### config.mk
export PLATFORM = sky130hd
export DESIGN_NAME = myadder1_stream_arbiter
export DESIGN_NICKNAME = d
export VERILOG_FILES = /design/src/rtl/myadder1_arb_pkg.sv /design/src/rtl/myadder1_axis_skid.sv /design/src/rtl/myadder1_stream_arbiter.sv
export SDC_FILE = /design/constraint.sdc
export NUM_CORES = 2
export LEC_CHECK = 0
export ABC_AREA = 1
export CAP_MARGIN = 20
export CORE_AREA = 4 4 705 707
export CTS_CLUSTER_DIAMETER = 60
export DETAILED_ROUTE_END_ITERATION = 10
export DIE_AREA = 0 0 709 711
export GPL_TIMING_DRIVEN = 1
export SLEW_MARGIN = 5
export SYNTH_ARGS = -nofsm -noshare
export SYNTH_HDL_FRONTEND = slang
export SYNTH_SLANG_ARGS = --single-unit
### constraint.sdc
create_clock -name ap_clk -period 2.25 [get_ports ap_clk]
set_input_delay 0.225 -clock ap_clk [delete_from_list [all_inputs] [get_ports ap_clk]]
set_output_delay 0.225 -clock ap_clk [all_outputs]
set_load 0.05 [all_outputs]
### src/rtl/myadder1_arb_pkg.sv
// Shared types and helpers for the myadder1 stream arbiter.
//   arb_state_t : arbiter FSM states
//   LP_MAX_REQ  : largest supported requester count
//   f_idw(n)    : requester-index width, max(1, clog2(n))
package myadder1_arb_pkg;

  typedef enum logic {
    IDLE   = 1'b0,
    LOCKED = 1'b1
  } arb_state_t;

  localparam int unsigned LP_MAX_REQ = 4;

  function automatic int unsigned f_idw(input int unsigned n);
    return (n <= 2) ? 1 : $clog2(n);
  endfunction

endpackage

### src/rtl/myadder1_axis_skid.sv
// Two-entry AXI4-Stream skid buffer with registered ready.
//   i_clk, i_rst                 : clock, synchronous active-high reset
//   i_valid / o_ready / i_data   : upstream side
//   o_valid / i_ready / o_data   : downstream side (payload held while stalled)
module myadder1_axis_skid #(
  parameter int unsigned C_WIDTH = 8
) (
  input  logic               i_clk,
  input  logic               i_rst,
  input  logic               i_valid,
  output logic               o_ready,
  input  logic [C_WIDTH-1:0] i_data,
  output logic               o_valid,
  input  logic               i_ready,
  output logic [C_WIDTH-1:0] o_data
);

  logic               r_out_valid;
  logic               r_skid_valid;
  logic [C_WIDTH-1:0] r_out_data;
  logic [C_WIDTH-1:0] r_skid_data;
  logic               w_in_fire;

  // Ready depends only on the skid register, so it never combinationally
  // follows i_ready.
  assign o_ready   = ~r_skid_valid;
  assign w_in_fire = i_valid & ~r_skid_valid;
  assign o_valid   = r_out_valid;
  assign o_data    = r_out_data;

  always_ff @(posedge i_clk) begin
    if (i_rst) begin
      r_out_valid  <= 1'b0;
      r_skid_valid <= 1'b0;
      r_out_data   <= '0;
      r_skid_data  <= '0;
    end else if (!r_out_valid || i_ready) begin
      // Output slot frees up: drain the skid entry first, else take input.
      if (r_skid_valid) begin
        r_out_data   <= r_skid_data;
        r_out_valid  <= 1'b1;
        r_skid_valid <= 1'b0;
      end else begin
        r_out_valid <= w_in_fire;
        if (w_in_fire) r_out_data <= i_data;
      end
    end else if (w_in_fire) begin
      r_skid_data  <= i_data;
      r_skid_valid <= 1'b1;
    end
  end

endmodule

### src/rtl/myadder1_stream_arbiter.sv
// Packet-granular round-robin arbiter in front of the vadd s_axis port.
//   ap_clk, areset       : clock, synchronous active-high reset
//   ctrl_enable          : allows new grants (packets in flight always finish)
//   s_axis_*             : C_NUM_REQ packed input streams
//   m_axis_*             : merged output stream, m_axis_tid = requester index
//   busy                 : 1 while a packet is locked
//   stat_pkt_count       : packed per-requester completed-packet counters
module myadder1_stream_arbiter
  import myadder1_arb_pkg::*;
#(
  parameter int unsigned C_NUM_REQ     = 2,
  parameter int unsigned C_TDATA_WIDTH = 512,
  parameter int unsigned C_CNT_WIDTH   = 32,
  localparam int unsigned IDW          = f_idw(C_NUM_REQ)
) (
  input  logic                               ap_clk,
  input  logic                               areset,
  input  logic                               ctrl_enable,
  input  logic [C_NUM_REQ-1:0]               s_axis_tvalid,
  output logic [C_NUM_REQ-1:0]               s_axis_tready,
  input  logic [C_NUM_REQ*C_TDATA_WIDTH-1:0] s_axis_tdata,
  input  logic [C_NUM_REQ*C_TDATA_WIDTH/8-1:0] s_axis_tkeep,
  input  logic [C_NUM_REQ-1:0]               s_axis_tlast,
  output logic                               m_axis_tvalid,
  input  logic                               m_axis_tready,
  output logic [C_TDATA_WIDTH-1:0]           m_axis_tdata,
  output logic [C_TDATA_WIDTH/8-1:0]         m_axis_tkeep,
  output logic                               m_axis_tlast,
  output logic [IDW-1:0]                     m_axis_tid,
  output logic                               busy,
  output logic [C_NUM_REQ*C_CNT_WIDTH-1:0]   stat_pkt_count
);

  localparam int unsigned KW = C_TDATA_WIDTH / 8;
  localparam int unsigned PW = C_TDATA_WIDTH + KW + 1 + IDW;

  arb_state_t                              r_state;
  logic [IDW-1:0]                          r_grant;
  logic [IDW-1:0]                          r_last_grant;
  logic [C_NUM_REQ-1:0][C_CNT_WIDTH-1:0]   r_cnt;

  logic           w_sel_valid;
  logic           w_sel_last;
  logic           w_skid_ready;
  logic           w_accept;
  logic [IDW-1:0] w_pick;
  logic [PW-1:0]  w_skid_in;
  logic [PW-1:0]  w_skid_out;

  // First requesting index after i_last, wrapping modulo C_NUM_REQ.
  function automatic logic [IDW-1:0] f_rr_pick(input logic [C_NUM_REQ-1:0] i_req,
                                               input logic [IDW-1:0]       i_last);
    logic [IDW-1:0] pick;
    logic           found;
    int unsigned    idx;
    pick  = '0;
    found = 1'b0;
    for (int unsigned k = 1; k <= C_NUM_REQ; k++) begin
      idx = (32'(i_last) + k) % C_NUM_REQ;
      if (!found && i_req[idx]) begin
        pick  = idx[IDW-1:0];
        found = 1'b1;
      end
    end
    return pick;
  endfunction

  assign w_pick      = f_rr_pick(s_axis_tvalid, r_last_grant);
  assign w_sel_valid = (r_state == LOCKED) && s_axis_tvalid[r_grant];
  assign w_sel_last  = s_axis_tlast[r_grant];
  assign w_accept    = w_sel_valid && w_skid_ready;
  assign busy        = (r_state == LOCKED);
  assign stat_pkt_count = r_cnt;

  assign w_skid_in = {s_axis_tdata[r_grant*C_TDATA_WIDTH +: C_TDATA_WIDTH],
                      s_axis_tkeep[r_grant*KW +: KW],
                      w_sel_last,
                      r_grant};

  always_comb begin
    s_axis_tready = '0;
    if (r_state == LOCKED) s_axis_tready[r_grant] = w_skid_ready;
  end

  always_ff @(posedge ap_clk) begin
    if (areset) begin
      r_state      <= IDLE;
      r_grant      <= '0;
      r_last_grant <= IDW'(C_NUM_REQ - 1);
      r_cnt        <= '0;
    end else begin
      case (r_state)
        IDLE: begin
          if (ctrl_enable && (|s_axis_tvalid)) begin
            r_grant <= w_pick;
            r_state <= LOCKED;
          end
        end
        LOCKED: begin
          if (w_accept && w_sel_last) begin
            r_last_grant   <= r_grant;
            r_cnt[r_grant] <= r_cnt[r_grant] + 1'b1;
            r_state        <= IDLE;
          end
        end
        default: r_state <= IDLE;
      endcase
    end
  end

  myadder1_axis_skid #(
    .C_WIDTH(PW)
  ) u_skid (
    .i_clk  (ap_clk),
    .i_rst  (areset),
    .i_valid(w_sel_valid),
    .o_ready(w_skid_ready),
    .i_data (w_skid_in),
    .o_valid(m_axis_tvalid),
    .i_ready(m_axis_tready),
    .o_data (w_skid_out)
  );

  assign {m_axis_tdata, m_axis_tkeep, m_axis_tlast, m_axis_tid} = w_skid_out;

endmodule

==> qor.yml <==
status: "complete, no violations"
clk_path_buf_depth: 4
total_power_w: 0.0651
dpl.cell_count: 15700
maxSlewViolCount: 0
finalCriticalPeriod_ps: 2250
first_global_vias: 56000
wl_per_cell_um: 26.7
ys_seq_area_frac: 0.443
worstMarginPinSlew_ps: 1100
antenna_left: 0
worstSetupStartpointType: "register"
avgSynthCellArea_um2: 7.29
cts_made_buffers: 176
grt_pass1_wl_mm: 541
r2r-end: "u_skid.o_data[48]"
die_w_um: 709
holdCritPathClass: "input port to register"
drc_errors: 0
fin_nets: 10600
clk_pin_slew_ps: 60
fin_skew_ps: 91.3
antenna_found_initial: 352
root_buffer: "clkbuf_16"
dieHeight_um: 711
reg2regPathDepth: 11
yosys_warnings: 0
grt_max_degree: 130
syn_inst: 7595
htreeDepth: 4
synth_ff_type: "dfxtp_1"
arrival_ps: 3060
ys_ff_latch: 1225
hp-start: "s_axis_tdata[413]"
fin_crit_sh: 1.00
required_ps: 3070
via_per_inst: 3.83
max_clock_freq_ghz: 0.445
gp_congestion: 1.00
setup_viol: 0
layout_setup_ws_ps: 1.02
clock-sinks: 1225
via_count: 61800
grt_usage: 0.160
r2r-start: "r_grant"
drv_cap: 0
timing.hold.ws_ps: 115
grt-ovfl-total: 0
hold_end: "u_skid.r_skid_data[479]"
synth_edf_count: 0
cp_max_fo: 6
slew_headroom: 0.264
clk_latency_ps: 890
ff2ff_setup_slack_ps: 1
rsz0062_at_grt: "true"
tritoncts: "done"
rows: 257
crit_type: "register to register"
dieArea_mm2: 0.504
syn_nets: 8756
hold_depth: 5
first_iter_violations: 5278
end_kind: "register"
routed_wl_mm: 430
final_layout_size_suffix_gt1_frac: 0.118
dr.pass1.iters: 6
dpl.hpwl_mm: 355
instances_no_fill: 16100
ys_async_sr_fraction: 0
power.density_mw_per_mm2: 727
pre_cts_slack_ps: -353
synth_cell_type_count: 34
power.leakage_nw: 35.3
hold_viol_final: 0
netlist_area_mm2: 0.0553
start_util: 0.113
top_level_ports: 1806
peakVddDrop_v: 0.000592
portBuffers: 1805
syn2layout_area_growth_pct: 61.8
core_mm2: 0.490
tns_ps: 0
fill_cells: 55200
[metrics by stage]
| stage | util | cell area (µm²) |
|---|---|---|
| final | 0.183 | 89500 |
| after global routing | 0.183 | 89400 |
| after CTS | 0.180 | 88000 |
| after detailed placement | 0.168 | 82100 |
| after global placement | 0.168 | 82100 |
| after floorplan | - | 55300 |
[layer usage]
layer / vias to the layer above / GRT usage / part of all wire
li1: 28800 / - / -
met1: 29000 / 0.172 / 0.36
met2: 2820 / 0.257 / 0.45
met3: 992 / 0.0853 / 0.13
met4: 230 / 0.0756 / 0.057
met5: - / 0 / 0.0036
[how the worst max path moves through the flow]
stage / slack, ps / endpoint / from
finish: 1 / u_skid.o_data[48] / r_grant
global route: -120 / s_axis_tready[0] / r_grant
CTS: -220 / s_axis_tready[1] / r_grant
detailed placement: -350 / u_skid.o_data[236] / s_axis_tvalid[0]
global placement: -340 / u_skid.o_data[36] / s_axis_tvalid[0]
floorplan: 140 / stat_pkt_count[30] / stat_pkt_count[32]
[cell usage in the layout, fill, tap and decap left out, types with 18 or more instances in the layout]
| master | n |
|---|---|
| mux2i_1 | 452 |
| or2_2 | 56 |
| buf_4 | 472 |
| nand2_2 | 38 |
| nor2_1 | 2204 |
| mux2i_2 | 49 |
| a21oi_1 | 655 |
| o21a_1 | 74 |
| clkbuf_8 | 20 |
| diode_2 | 98 |
| clkdlybuf4s50_1 | 1158 |
| clkinv_2 | 22 |
| o21ai_1 | 44 |
| dfxtp_1 | 1223 |
| nand2_1 | 837 |
| o21ai_0 | 1143 |
| buf_12 | 72 |
| clkbuf_16 | 191 |
| inv_6 | 18 |
| nor2_2 | 36 |
| dlygate4sd2_1 | 486 |
| nand3_1 | 39 |
| clkbuf_1 | 31 |
| inv_1 | 74 |
[kinds of logic after synthesis]
family | Yosys count | share of synthesized area
buffers and inverters | 684 | 0.0584
multiplexers | 518 | 0.0937
flip-flops | 1225 | 0.443
XOR/XNOR | 9 | 0.00142
AND/OR/NAND/NOR | 3230 | 0.225
AO/OA/AOI/OAI | 1928 | 0.178
adder cells (fa/ha/maj) | 1 | 0.000226
[final cells by class]
cell class,count,area [µm²],share of cell area
Timing Repair inverter,2,20.0,0.000224
Tap cell,6475,8100,0.0905
Timing Repair Buffer,2264,22200,0.248
Clock inverter,93,1060,0.0118
Sequential cell,1225,24500,0.274
Multi-Input combinational cell,5686,28200,0.315
Inverter,78,339,0.00379
Clock buffer,228,4820,0.0538
Antenna cell,98,245,0.00274
[timing repair]
item / in CTS / in global routing
buffers inserted: 12 / 30
resized for setup: 579 / 171
endpoints found under the setup margin: 750 / 507
hold endpoints to repair: 125 / 0
hold buffers: 1 / 0
cloned: 6 / 18
pin swaps: 7 / 25
[cell usage after synthesis, types with 21 or more instances]
cell / number / share of area
or2_2: 58 / 0.0066
o21a_1: 74 / 0.010
inv_1: 75 / 0.0051
dfxtp_1: 1225 / 0.44
nand2_1: 855 / 0.058
o21ai_0: 1169 / 0.11
clkbuf_1: 362 / 0.025
buf_6: 58 / 0.012
buf_1: 40 / 0.0027
o21ai_1: 21 / 0.0019
nand2_2: 22 / 0.0025
mux2i_1: 518 / 0.094
nor2_1: 2234 / 0.15
a21oi_1: 656 / 0.059
nand3_1: 40 / 0.0036
buf_2: 141 / 0.013
[worst max-delay path, cell delays in order, from the launching register on]
cell,delay (ps)
dfxtp_4,360
buf_12,130
buf_12,150
buf_12,160
buf_16,160
buf_16,170
buf_12,130
mux2i_4,180
buf_4,140
o21ai_0,310
nor2_1,120
nor2_1,110
[flip-flops by register name, summed over array words and instances, names as in the netlist]
signal and count:
stat_pkt_count 64, u_skid.o_data 578, u_skid.o_valid 1, busy 1, u_skid.r_skid_valid 1, r_grant 1
r_last_grant 1, u_skid.r_skid_data 578
[where the power goes]
| part | switching (W) | internal [W] | total (W) | leakage (nW) |
|---|---|---|---|---|
| registers | 0.000564 | 0.0226 | 0.0232 | 9.94 |
| clock network | 0.0119 | 0.0165 | 0.0284 | 2.85 |
| logic | 0.00848 | 0.00502 | 0.0135 | 22.5 |
| total | 0.0210 | 0.0441 | 0.0651 | 35.3 |
No activity file was read; power rests on OpenSTA's default activity.
